===== src/rtl/button_conditioner_pkg.sv =====
// Shared definitions for the button conditioner: per-channel FSM state encoding
// and a width helper used to size the tick and debounce counters.
package button_conditioner_pkg;

    typedef enum logic [1:0] {
        IDLE         = 2'd0,
        PRESS_WAIT   = 2'd1,
        PRESSED      = 2'd2,
        RELEASE_WAIT = 2'd3
    } btn_state_t;

    // Bits needed to hold any value 0..max_val (at least 1).
    function automatic int cnt_width(input int max_val);
        int w;
        w = 1;
        while ((1 << w) <= max_val) w++;
        return w;
    endfunction

endpackage


===== src/rtl/button_debounce_fsm.sv =====
// Per-channel debounce FSM: turns a synchronised, polarity-normalised button
// into a debounced level plus registered press/release/long-press strobes.
module button_debounce_fsm
    import button_conditioner_pkg::*;
#(
    parameter int DEBOUNCE_TICKS = 10,
    parameter int LONG_TICKS     = 1000
) (
    input  logic CLK,
    input  logic RST_N,
    input  logic tick,
    input  logic s,
    output logic level,
    output logic press_stb,
    output logic release_stb,
    output logic long_stb
);

    localparam int CW = cnt_width(LONG_TICKS);

    btn_state_t    state, state_n;
    logic [CW-1:0] cnt, cnt_n, cnt_inc;
    logic          long_done, long_done_n;
    logic          level_n, press_n, release_n, long_n;

    always_ff @(posedge CLK or negedge RST_N) begin
        if (!RST_N) begin
            state       <= IDLE;
            cnt         <= '0;
            long_done   <= 1'b0;
            level       <= 1'b0;
            press_stb   <= 1'b0;
            release_stb <= 1'b0;
            long_stb    <= 1'b0;
        end else begin
            state       <= state_n;
            cnt         <= cnt_n;
            long_done   <= long_done_n;
            level       <= level_n;
            press_stb   <= press_n;
            release_stb <= release_n;
            long_stb    <= long_n;
        end
    end

    // A change of s is tested before tick in every state, so it always wins.
    always_comb begin
        state_n     = state;
        cnt_n       = cnt;
        long_done_n = long_done;
        level_n     = level;
        press_n     = 1'b0;
        release_n   = 1'b0;
        long_n      = 1'b0;
        cnt_inc     = cnt + CW'(1);
        case (state)
            IDLE: begin
                if (s) begin
                    state_n = PRESS_WAIT;
                    cnt_n   = '0;
                end
            end
            PRESS_WAIT: begin
                if (!s) begin
                    state_n = IDLE;
                end else if (tick) begin
                    if (cnt_inc == CW'(DEBOUNCE_TICKS)) begin
                        state_n = PRESSED;
                        cnt_n   = '0;
                        level_n = 1'b1;
                        press_n = 1'b1;
                    end else begin
                        cnt_n = cnt_inc;
                    end
                end
            end
            PRESSED: begin
                if (!s) begin
                    state_n = RELEASE_WAIT;
                    cnt_n   = '0;
                end else if (tick && cnt != CW'(LONG_TICKS)) begin
                    cnt_n = cnt_inc;
                    if (cnt_inc == CW'(LONG_TICKS) && !long_done) begin
                        long_n      = 1'b1;
                        long_done_n = 1'b1;
                    end
                end
            end
            RELEASE_WAIT: begin
                // Returning to PRESSED keeps long_done so a glitch cannot re-arm long.
                if (s) begin
                    state_n = PRESSED;
                    cnt_n   = '0;
                end else if (tick) begin
                    if (cnt_inc == CW'(DEBOUNCE_TICKS)) begin
                        state_n     = IDLE;
                        cnt_n       = '0;
                        level_n     = 1'b0;
                        release_n   = 1'b1;
                        long_done_n = 1'b0;
                    end else begin
                        cnt_n = cnt_inc;
                    end
                end
            end
            default: state_n = IDLE;
        endcase
    end

endmodule


===== src/rtl/button_conditioner.sv =====
// Button front end: synchronises raw pads, normalises polarity, generates the
// shared debounce tick and runs one debounce FSM per channel.
module button_conditioner
    import button_conditioner_pkg::*;
#(
    parameter int                 NUM_BTN         = 4,
    parameter int                 TICK_DIV        = 12000,
    parameter int                 DEBOUNCE_TICKS  = 10,
    parameter int                 LONG_TICKS      = 1000,
    parameter logic [NUM_BTN-1:0] ACTIVE_LOW_MASK = 4'b0001
) (
    input  logic               CLK,
    input  logic               RST_N,
    input  logic [NUM_BTN-1:0] btn_raw,
    output logic [NUM_BTN-1:0] btn_level,
    output logic [NUM_BTN-1:0] btn_press,
    output logic [NUM_BTN-1:0] btn_release,
    output logic [NUM_BTN-1:0] btn_long
);

    localparam int TW = cnt_width(TICK_DIV - 1);

    logic [NUM_BTN-1:0] sync1, sync2, s;
    logic [TW-1:0]      tcnt;
    logic               tick;

    // Synchronisers idle at the inactive pad level so reset never looks like a press.
    always_ff @(posedge CLK or negedge RST_N) begin
        if (!RST_N) begin
            sync1 <= ACTIVE_LOW_MASK;
            sync2 <= ACTIVE_LOW_MASK;
        end else begin
            sync1 <= btn_raw;
            sync2 <= sync1;
        end
    end

    assign s = sync2 ^ ACTIVE_LOW_MASK;

    always_ff @(posedge CLK or negedge RST_N) begin
        if (!RST_N) begin
            tcnt <= '0;
            tick <= 1'b0;
        end else begin
            tick <= (tcnt == TW'(TICK_DIV - 1));
            if (tcnt == TW'(TICK_DIV - 1)) tcnt <= '0;
            else                           tcnt <= tcnt + TW'(1);
        end
    end

    for (genvar i = 0; i < NUM_BTN; i++) begin : g_ch
        button_debounce_fsm #(
            .DEBOUNCE_TICKS(DEBOUNCE_TICKS),
            .LONG_TICKS    (LONG_TICKS)
        ) u_fsm (
            .CLK        (CLK),
            .RST_N      (RST_N),
            .tick       (tick),
            .s          (s[i]),
            .level      (btn_level[i]),
            .press_stb  (btn_press[i]),
            .release_stb(btn_release[i]),
            .long_stb   (btn_long[i])
        );
    end

endmodule

===== config.mk =====
export PLATFORM = sky130hd
export DESIGN_NAME = button_conditioner
export DESIGN_NICKNAME = d
export VERILOG_FILES = /design/src/rtl/button_conditioner_pkg.sv /design/src/rtl/button_debounce_fsm.sv /design/src/rtl/button_conditioner.sv
export SDC_FILE = /design/constraint.sdc
export NUM_CORES = 1
export LEC_CHECK = 0
export ABC_AREA = 1
export CAP_MARGIN = 5
export CELL_PAD_IN_SITES_DETAIL_PLACEMENT = 0
export CELL_PAD_IN_SITES_GLOBAL_PLACEMENT = 1
export CORE_ASPECT_RATIO = 1.5
export CORE_MARGIN = 2
export CORE_UTILIZATION = 45
export CTS_CLUSTER_DIAMETER = 80
export DETAILED_ROUTE_END_ITERATION = 8
export HOLD_SLACK_MARGIN = 0.02
export PLACE_DENSITY = 0.83
export SLEW_MARGIN = 0
export SYNTH_ARGS = -nofsm -noshare
export SYNTH_HDL_FRONTEND = slang
export SYNTH_SLANG_ARGS = --single-unit

===== constraint.sdc =====
create_clock -name CLK -period 2.2 [get_ports CLK]
set_input_delay 0.22 -clock CLK [delete_from_list [all_inputs] [get_ports CLK]]
set_output_delay 0.22 -clock CLK [all_outputs]
set_load 0.02 [all_outputs]

==> impl_metrics.tcl <==
set metrics [dict create \
    core_area_um2 13500 \
    r2r_slack_ns 0.16 \
    maxCapViolCount 0 \
    crit_path_end_kind "flop" \
    worstMarginPinSlew_ns 0.473 \
    hold_path_class "input pin to flop" \
    yosysWarningCount 0 \
    cts_buffers 9 \
    rsz0062_at_grt "no" \
    drt_iter0_markers 190 \
    grt_pass1_wl_mm 25.0 \
    dpl_cell_area_um2 6470 \
    clock_skew_ns 0.00872 \
    grt_max_degree 45 \
    dieArea_um2 14700 \
    relSlewSlack_pct 68.2 \
    path_class "flop to flop" \
    start_kind "flop" \
    area_growth_syn_to_layout_pct 9.83 \
    hold_viol 0 \
    crit_fanout 8 \
    grt_use_total_pct 20.6 \
    drt-total-wl_mm 14.3 \
    core.rowCount 52 \
    fin_util_pct 50.3 \
    layout_common_cells "nand2_1, inv_1, dfrtp_1, nor2_1, nand3_1" \
    antenna_found_initial 0 \
    die_w_um 99.6 \
    layout.nets 934 \
    synth.avg_cell_area_um2 6.83 \
    clkSlewWorstSetupHoldPaths_ns 0.07 \
    cp.arrival_ns 2.27 \
    design_area_um2 6770 \
    io_buffer_count 21 \
    fin_crit_ns 2.04 \
    grt_pass1_vias 5588 \
    ys_ff_latch 91 \
    dpl.hpwl_mm 10.8 \
    p_per_area_nw_per_um2 586 \
    setup_tns_ns 0 \
    root_buffer "clkbuf_16" \
    syn_area_um2 6160 \
    vias_per_cell 5.25 \
    drive_gt1_share_pct 9.28 \
    gr-total-overflow 0 \
    wire_per_inst_um 13.3 \
    synth-seq-area-share_pct 37.0 \
    num_vias 5660 \
    initial_utilization_pct 45.8 \
    final_common_cell "nand2_1" \
    p_leak_uw 0.00327 \
    cp_data_required_time_ns 2.43 \
    ios 22 \
    remaining_drc_errors 0 \
    die_h_um 147 \
    gp_congestion 0.899 \
    ir_worst_vdd_uv 503 \
    dr.pass1.iters 5 \
    clk_latency_ns 0.35 \
    cts_setup_buffers 0 \
    clock_sinks 91 \
    min_period_over_period_pct 92.7 \
    diodes 0 \
    tritoncts "built" \
    synth_nets 925 \
    clock_path_buffers 2 \
    ys_types 37 \
    antenna_left 0 \
    htree_levels 3 \
    report.final.slew_viol_count 0 \
    fill_cells 1337 \
    synthCells 902 \
    max_freq_mhz 491 \
    setup_viol 0 \
    status "finished, final reports clean" \
]
## routing by layer
metal  vias to the layer above  routed length (um)  track usage [%]
met4                         0                 287             7.12
met3                        20                 339             3.28
met5                         -                   0                0
met1                      2682                6180             24.1
met2                        89                7510             37.8
li1                       2869                   -                -
## layout make-up
class                   instances  area (um2)  share of cell area, %
multi-input cells             658        3230                   47.7
flip-flops and latches         91        2280                   33.7
inverters                     117         439                   6.49
repair buffers                 34         333                   4.92
clock buffers                   9         225                   3.33
well taps                     162         203                   2.99
clock inverters                 7        58.8                  0.869
## cell usage after synthesis (all sizes together)
| master | n | share of area [%] |
|---|---|---|
| inv | 117 | 7.1 |
| ha | 17 | 3.5 |
| nor2 | 102 | 7.7 |
| nor4 | 1 | 0.10 |
| nand2 | 304 | 19 |
| dfrtp | 89 | 36 |
| o211ai | 2 | 0.24 |
| o31ai | 3 | 0.37 |
| nor3b | 1 | 0.12 |
| xor2 | 11 | 1.6 |
| o21bai | 1 | 0.12 |
| a211oi | 4 | 0.49 |
| clkbuf | 3 | 0.18 |
| a21oi | 18 | 1.5 |
| o221ai | 1 | 0.14 |
| nand3b | 2 | 0.24 |
| o21a | 2 | 0.24 |
| buf | 33 | 3.4 |
| o22ai | 10 | 1.0 |
| dfstp | 2 | 0.85 |
| nand4 | 19 | 1.9 |
| nand3 | 76 | 6.9 |
| xnor2 | 1 | 0.26 |
| o21ai | 63 | 5.2 |
| nor3 | 19 | 1.6 |
| a31oi | 1 | 0.10 |
## stage by stage
stage / cells / setup WS (ns) / total power, uW / hold WS (ns)
global placement: 1061 / 0.211 / 2490 / 0.168
CTS: 1078 / 0.131 / 4030 / 0.274
detailed placement: 1061 / 0.167 / 2500 / 0.173
global route: 1078 / 0.00905 / 4190 / 0.273
floorplan: 902 / 0.452 / 2300 / -0.0756
finish: 1078 / 0.162 / 3970 / 0.283
## path summary, 6_finish.rpt
check	startpoint	to	cells past startpoint
setup / recovery	g_ch[2].u_fsm.cnt[1]$_DFFE_PN0P_	g_ch[2].u_fsm.cnt[3]$_DFFE_PN0P_	12
hold / removal	btn_raw[0]	sync1[0]$_DFF_PN1_	1
max in group asynchronous	RST_N	g_ch[0].u_fsm.cnt[6]$_DFFE_PN0P_	3
min in group asynchronous	RST_N	g_ch[3].u_fsm.long_done$_DFFE_PN0P_	2
hold reg to reg	sync1[3]$_DFF_PN0_	sync2[3]$_DFF_PN0_	0
setup reg to reg	g_ch[2].u_fsm.cnt[1]$_DFFE_PN0P_	g_ch[2].u_fsm.cnt[3]$_DFFE_PN0P_	12
## cells by family (layout without fill, tap and decap cells)
kind of cell,count (synthesis),count (layout),synth area share [%]
and+or+nand+nor,524,524,37.6
buffers and inverters,153,167,10.7
AOI/OAI and AO/OA,105,105,9.42
DFF,91,91,37.0
adders and majority gates,17,17,3.45
xor gates and xnor gates,12,12,1.83
## critical path, stage by stage (launching register included)
cell	delay [ns]
dfrtp_1	0.46
ha_2	0.27
nand3_2	0.12
nor2_4	0.18
nand3_2	0.09
nand2_1	0.13
nand2_1	0.06
nor2_1	0.14
nand3_1	0.20
nand2_1	0.10
nand2_1	0.06
nand2_1	0.06
nand2_1	0.05
## report_power, final
part           leakage (uW)  switching (uW)  internal [uW]  total [uW]
logic               0.00191             445            190         635
registers           0.00122            94.3           1740        1830
clock network      0.000139             712            787        1500
total               0.00327            1250           2720        3970
## state kept, by name, summed over array words and instances, names as in the netlist, named ones only
register                cells
tcnt                       14
g_ch.u_fsm.press_stb        4
sync1                       4
g_ch.u_fsm.long_stb         4
sync2                       4
g_ch.u_fsm.cnt             40
g_ch.u_fsm.release_stb      4
tick                        1
g_ch.u_fsm.long_done        4
g_ch.u_fsm.state            4
g_ch.u_fsm.level            4
## what timing repair did
action                                  CTS  global route
hold endpoints to repair                 24             0
hold buffers                              1             0
gates resized for setup                   0             3
endpoints found under the setup margin    0             5
Power figures use the tool's default switching activity.
